File: src/rtl/pwm_compare_stage.sv
// PWM compare stage: registered duty compare against an upstream mod-N count.
// New duty values are double-buffered and take effect only at the period boundary.
module pwm_compare_stage #(
    parameter int MOD_VALUE = 8,
    parameter int CW        = $clog2(MOD_VALUE),
    parameter int DW        = $clog2(MOD_VALUE + 1)
) (
    input  logic          clk,
    input  logic          rst,
    input  logic          en,
    input  logic [CW-1:0] count_in,
    input  logic [DW-1:0] duty_data,
    input  logic          duty_valid,
    output logic          duty_ready,
    output logic          pwm_out,
    output logic          period_start,
    output logic          load_ack,
    output logic [DW-1:0] active_duty
);

    typedef enum logic [1:0] {
        IDLE,
        SYNC,
        RUN
    } state_t;

    localparam logic [CW-1:0] LAST = CW'(MOD_VALUE - 1);
    localparam logic [DW-1:0] DMAX = DW'(MOD_VALUE);

    state_t        state;
    state_t        state_nx;
    logic [DW-1:0] shadow;
    logic [DW-1:0] clamped;
    logic          shadow_full;
    logic          accept;
    logic          bnd;
    logic          hit;
    logic          in_run;

    assign in_run     = (state == RUN);
    assign bnd        = (count_in == LAST) && (state == SYNC || in_run);
    assign accept     = duty_valid && !shadow_full;
    assign clamped    = (duty_data > DMAX) ? DMAX : duty_data;
    assign hit        = (DW'(count_in) < active_duty);
    assign duty_ready = ~shadow_full;

    always_comb begin
        state_nx = state;
        unique case (state)
            IDLE:    if (en) state_nx = SYNC;
            SYNC:    if (bnd) state_nx = RUN;
            RUN:     state_nx = RUN;
            default: state_nx = IDLE;
        endcase
        if (!en) state_nx = IDLE;
    end

    always_ff @(posedge clk) begin
        if (rst) begin
            state        <= IDLE;
            shadow       <= '0;
            shadow_full  <= 1'b0;
            active_duty  <= '0;
            pwm_out      <= 1'b0;
            period_start <= 1'b0;
            load_ack     <= 1'b0;
        end else begin
            state        <= state_nx;
            pwm_out      <= en && in_run && hit;
            period_start <= in_run && (count_in == '0);
            load_ack     <= bnd && shadow_full;
            // A write landing on the boundary cycle waits for the next one
            if (bnd && shadow_full) begin
                active_duty <= shadow;
                shadow_full <= 1'b0;
            end
            if (accept) begin
                shadow      <= clamped;
                shadow_full <= 1'b1;
            end
        end
    end

endmodule

File: config.mk
export PLATFORM = sky130hd
export DESIGN_NAME = pwm_compare_stage
export DESIGN_NICKNAME = d
export VERILOG_FILES = /design/src/rtl/pwm_compare_stage.sv
export SDC_FILE = /design/constraint.sdc
export NUM_CORES = 1
export LEC_CHECK = 0
export CAP_MARGIN = 20
export CORE_MARGIN = 2
export CORE_UTILIZATION = 41
export DETAILED_ROUTE_END_ITERATION = 7
export PLACE_DENSITY = 0.72
export SLEW_MARGIN = 20
export SYNTH_ARGS = -nofsm -noshare
export SYNTH_HDL_FRONTEND = slang
export SYNTH_SLANG_ARGS = --single-unit
File: constraint.sdc
create_clock -name clk -period 1.9 [get_ports clk]
set_input_delay 0.57 -clock clk [delete_from_list [all_inputs] [get_ports clk]]
set_output_delay 0.57 -clock clk [all_outputs]
set_load 0.05 [all_outputs]
-- Yosys cells after proc, flatten, opt, wreduce, memory -nomap -nowiden
Index checks and enable logic that the tools add are counted.
- register bits: 14
- input port bits: 11
- output and inout bits: 8
- word-level logic and storage cells: 32
- $lt $le $gt $ge: 2
- equal/unequal tests: 4
- mux-type cells: 5
- bitwise logic cells: 2
- reductions and logical operators: 12
- operators with widths (kind ; number):
    1-bit logical AND ; 6
    2-bit case mux with 3 select lines ; 1
    4-bit greater-than comparator, second input constant ; 1
    3-bit by 4-bit less-than comparator with 1-bit output ; 1
    4-bit two-way mux ; 1
    3-bit == test, second input constant ; 1
    3-bit zero test ; 1
    2-bit by 1-bit == test with 1-bit output, second input constant ; 1
    2-bit == test, second input constant ; 1
    2-bit zero test ; 1
    1-bit two-way mux ; 2
    2-bit two-way mux ; 1
    2-bit inequality test, second input constant ; 1
    1-bit NOT ; 2
    2-bit nonzero test ; 1
    2-bit OR reduction ; 1
    1-bit zero test ; 1
    1-bit logical OR ; 1

-- Logic depth before layout (Yosys ltp)
- depth in word-level cells: 6
- depth in mapped cells: 5

-- Least setup slack after synthesis
OpenSTA, ideal clock, no wires.
- path type: register to register
- start: register active_duty[1]
- end: register pwm_out
- setup time: 0.122 ns
- data arrival time: 1.350 ns
- setup slack: 0.429 ns
- cell stages (with the launch flop): 5
- clock period less this slack: 1.471 ns
- cells stage by stage: dfxtp_1 inv_1 ha_1 a211oi_1 o311a_1
- cells in the longest elaborated chain, start to end: 2
- RTL lines (what ; RTL line ; RTL):
    start: declaration ; 18 ; output logic [DW-1:0] active_duty
    start signal: assignment ; 74 ; active_duty <= shadow;
    3-bit by 4-bit less-than comparator with 1-bit output ; 44 ; assign hit = (DW'(count_in) < active_duty);
    1-bit logical AND ; 69 ; pwm_out <= en && in_run && hit;
    end signal: assignment ; 69 ;
    end: declaration ; 15 ; output logic pwm_out,
Every way passes these cells.
A chain may end at the register's enable or synchronous reset.

-- Final worst setup path
- start: input port count_in[1]
- end: register pwm_out
- cells in the longest elaborated chain, start to end: 2
- RTL lines (what ; RTL line ; RTL):
    start: declaration ; 11 ; input logic [CW-1:0] count_in,
    3-bit by 4-bit less-than comparator with 1-bit output ; 44 ;
    1-bit logical AND ; 69 ;
Every way passes these cells.

==> qor.txt <==
Dominant cells by area after synthesis: dfxtp_1, ha_1, a22o_1, nand2_1, nand3b_1
Grt ovf: 0
Post-route clock period utilization: 84.0%
Post-synth top area cell: dfxtp_1
Placed cell area: 817 sq um
Pwr Density: 667 nW/um^2
Drt drc: 0
Flop-to-flop setup slack: 450 ps
Share of cells above drive strength 1: 20.7%
Fin util: 62.2%
Worst path slowest cell: clkdlybuf4s50_1
Die width: 42.6 microns
Top cell type's share of synthesized area: 45.9%
Root buffer cell: clkbuf_4
Syn-to-layout area delta: 37.5%
R2r worst-path depth: 5
Vias per cell: 5.16
Setup TNS: 0 ps
WP data required: 2070 ps
Die area: 1810 sq um
Post-synthesis compound-gate area fraction: 17.6%
Critical Path Sink Type: flip-flop
Mux share of post-synthesis cell area: 1.64%
Router iterations before antenna repair: 2
Synth Area in XOR/XNOR: 0%
Crit path to: pwm_out
Starting density of the core: 45.2%
Clock transition at path regs: 80 ps
Number of global-route vias before repair: 491
Count of port buffers added during placement: 18
Ys async rst share: 0%
Startpoint Class: input pin
Clock Latency Late Sink: 270 ps
Largest family of logic cells by synthesized area: simple AND/OR/NAND/NOR gates
Tightest Pin Transition: 241 ps
Fin area: 840 sq um
Longest Clk Path Bufs: 2
H-tree depth: 1
Total CTS buffers: 3
Pwr Total: 560 uW
Leak: 0.349 nW
RSZ-0062 raised after global routing: false
Seq/Total Area, Yosys: 45.9%
# Post-CTS Setup Buffers: 0
Arr. time, crit path: 1760 ps
Vias post-DR: 501
Crit path largest cell delay: 490 ps
Final ANT Viol Nets: 0
Max_cap viols: 0
GRT Util Overall: 13.7%
EDFF count, synth: 0
Cells after Synth: 59
Largest net degree at the start of global routing: 8
Syn avg cell area: 10.3 sq um
Post-Synth Adder-Cell Area: 10.2%
Most common cell in the netlist: dfxtp_1
Chip Height: 42.6 microns
Normalized max-slew margin: 83.9%
Worst r2r dst: active_duty[1]
Worst path cell trace: clkdlybuf4s50_1 -> ha_1 -> a211oi_1 -> o311a_1
Worst hold stages: 2
FF+latch count, synth: 14
Reg-to-reg critical path startpoint: state[0]
Min Clock Period, post-route: 1600 ps
Initial antenna violation count: 0
Crit Path Category: in2reg
Num rows: 13
Netlist Area Pre-Place: 611 sq um
Setup Viol. Count Final: 0
Post_cts resized: 0
Iter 0 DRT Violations: 8
Final WL: 1080 microns
Filler cells: 125
CP Max Fanout: 3
CTS Hold Bufs: 0
Hold Crit Class: reg2reg
Count of cell types in the netlist: 19
Simple-gate share of the synthesized area: 21.5%
Pre-CTS setup slack: 24.3 ps
Final Hold Fails: 0
Routed len/inst: 11.2 microns
# diodes: 0
Gpl congestion: 0.800
Synth Warn #: 0
Final clock skew: 3.12 ps
Hpwl dp: 912 microns
Most frequent cells after synthesis: dfxtp_1, nand2_1, ha_1, inv_1
Clock Sinks: 14
Maximum clock frequency: 627 MHz
CTS tree: built
Global-route wire length before repair: 1810 microns
VDD IR-drop max: 0.388 mV
Slew Viols, Final: 0
Synth Net Count: 75
I/O pin cnt: 19
Worst setup margin: 305 ps
Post-synth top flop: dfxtp_1
Core area: 1350 sq um
Nets: 100
Setup crit start: count_in[1]
Run status: completed
state kept, by name (all words and copies together), names as in the netlist:
name and cells:
shadow 4, shadow_full 1, load_ack 1, state 2
active_duty 4, pwm_out 1, period_start 1
worst max-delay path: cells and delay by family:
family	cells	cell delay (ps)
buffers and inverters	1	490
AO/OA/AOI/OAI	2	400
adder cells (fa/ha/maj)	1	320
report_power, final:
group | switching [mW] | internal (mW) | total (mW)
registers | 0.00573 | 0.302 | 0.308
clock network | 0.0867 | 0.0735 | 0.160
logic | 0.0441 | 0.0481 | 0.0922
total | 0.136 | 0.424 | 0.560
worst min-delay path by stage:
stage | slack, ps | to | startpoint
finish | 450 | shadow[0] | shadow[0]
global route | 470 | shadow[2] | shadow[2]
CTS | 460 | shadow[1] | shadow[1]
detailed placement | 450 | shadow[1] | shadow[1]
global placement | 440 | shadow[0] | shadow[0]
floorplan | 430 | shadow[0] | shadow[0]
cells in the final DEF, fill, tap and decap left out:
cell / instances
nor3_4: 1
a211oi_1: 1
o221a_2: 1
nor2b_1: 2
o21ba_4: 1
buf_12: 1
nand3b_1: 3
mux2i_1: 1
ha_1: 5
nand4_4: 1
o311a_1: 1
a22o_1: 4
a21oi_1: 4
nor2_1: 2
nor3_1: 1
dfxtp_1: 14
buf_4: 9
inv_1: 5
clkdlybuf4s50_1: 10
o21a_1: 1
nand2b_1: 2
clkbuf_4: 3
nand2_1: 9
final cells by class:
type                    count  area, sq um  area share (%)
clock buffers               3         22.5            2.68
flip-flops and latches     14          280            33.4
inverters                   5         18.8            2.24
multi-input cells          40          312            37.1
well taps                  15         18.8            2.24
repair buffers             20          188            22.4
through the flow:
step	hold slack [ps]	cells
4_1_cts	458	97
3_3_place_gp	441	94
3_5_place_dp	448	94
5_1_grt	469	97
6_report	453	97
2_1_floorplan	426	59
cells by family (layout without fill, tap and decap cells):
kind of cell,count (synthesis),after routing
AO/OA/AOI/OAI,13,13
multiplexers,1,1
adder cells (fa/ha/maj),5,5
buffers and inverters,5,28
AND/OR/NAND/NOR,21,21
flip-flops,14,14
layer usage:
metal / global-route usage [%] / part of all wire, % / up-vias
met2: 22.2 / 46 / 17
met4: 11.3 / 3.1 / 0
met5: 0 / 0 / -
met1: 14.1 / 43 / 224
li1: - / - / 255
met3: 4.74 / 7.9 / 5
(Power assumes the default switching activity.)
==> edit, RTL diff (same settings) <==
Re-encode `state_t` (3 states) as one-hot, 3 bits wide.
--- a/src/rtl/pwm_compare_stage.sv
+++ b/src/rtl/pwm_compare_stage.sv
@@ -18,10 +18,10 @@
     output logic [DW-1:0] active_duty
 );
 
-    typedef enum logic [1:0] {
-        IDLE,
-        SYNC,
-        RUN
+    typedef enum logic [2:0] {
+        IDLE = 3'b001,
+        SYNC = 3'b010,
+        RUN  = 3'b100
     } state_t;
 
     localparam logic [CW-1:0] LAST = CW'(MOD_VALUE - 1);
Function: no difference found for any inputs over 10 cycles, from zero or initial values and one cycle with rst high; not proved beyond that.
==> edit against the original RTL <==
- sequential cell count grew 1
- area after synthesis grew 6.4%
- die area grew 5.7%
- combinational power shrank 28%
- total power grew 1.9%
- wire length grew 1.8%
- sequential share of layout area grew 1.3 points
- final area grew 3.0%
- first-iteration DRC count shrank 50%
- worst setup slack gained 0.016 ns
- critical path type unchanged
- largest power group unchanged
==> edit: results (changes against the original RTL) <==
* First-pass GRT wire length at 2060 µm (+14%)
* Syn_area_per_cell at 9.02 µm² (-13%)
* Largest net degree at the start of global routing at 12 (+4)
* Worst-case hold path end point: shadow[2]$_SDFFE_PP0P_
* FF-to-FF setup slack at 0.68 ns (+0.23 ns)
* DRT Pass-1 Iters at 3 (+1)
* Clock-cell share at 0.0318 (+0.00501)
* GP Congestion at 0.792 (-0.89%)
* Arr. time, crit path at 1.79 ns (+0.03 ns)
* Reg2reg end: active_duty[2]$_SDFFE_PP0P_
* Outcome: finished, final reports clean
* Pre-CTS setup slack at 0.0245 ns (+0.000202 ns)
* Non-CTS buffers at 21 (+5.0%)
* Signal buf overhead at 0.211 (-0.0123)
* Syn_nets at 85 (+13%)
* Flip-flop and latch count after synthesis at 15 (+1)
* Total placed instance area at 837 µm² (+2.5%)
* Synth Area in Adders at 0.0385 (-0.0639)
* Crit path capture: active_duty[2]$_SDFFE_PP0P_
* Inst Count DP at 107 (+14%)
* Fin area at 865 µm² (+3.0%)
* Area contributors post-synth: dfxtp_1 46%, nand2_1 7.5%, mux2i_1 6.2%
* Sequential cell area share at 0.347 (+0.0135)
* Mapped Cells at 72 (+22%)
* Max_slew headroom at 0.803 (-0.0355)
* Drt first-iter violations at 4 (-4)
* Inverters at 4 (-1)
* Clock Skews at 0.00219 ns (-0.000935 ns)
* Peak VDD IR at 0.303 mV (-22%)
* Dpl hpwl at 889 µm (-2.5%)
* Post-Synth XOR/XNOR Area at 0.0135 (+0.0135)
* Synth Area in Compound Gates at 0.0983 (-0.0780)
* RR Startpoint: state[2]$_SDFFE_PP0P_
* Netlist cell types at 24 (+5)
* Global-route usage over all layers at 0.143 (+0.00557)
* Proportion of synthesized area in mux cells at 0.0617 (+0.0453)
* Routed WL at 1100 µm (+1.8%)
* Largest registers: active_duty: 4 flops, shadow: 4 flops, state: 3 flops
-- edit: cell count changes in the layout (fill, tap and decap cells not counted), moves of 2 or more --
cell and delta:
a22o_1 -4, and3_1 +2, buf_4 +2, ha_1 -3
mux2i_1 +3, nand2_1 +4, nand2b_1 +2
-- edit: routing by layer --
metal	vias to the layer above	GRT usage	share of wire
met5	-	0	0
met4	0	0.0545	0
met3	0	0.0500	0.082
met2	16	0.224	0.42
met1	219	0.180	0.50
li1	292	-	-
-- edit: kinds of logic after synthesis --
logic type,after synthesis
and+or+nand+nor,34
xor gates and xnor gates,1
DFF,15
AOI/OAI and AO/OA,10
adders and majority gates,2
buffers and inverters,6
muxes,4
-- edit: power by group --
part | internal [mW] | total [mW] | leakage, nW | switching, mW
registers | 0.322 | 0.330 | 0.122 | 0.00765
clock network | 0.0779 | 0.175 | 0.0177 | 0.0972
logic | 0.0369 | 0.0660 | 0.219 | 0.0291
total | 0.437 | 0.571 | 0.359 | 0.134
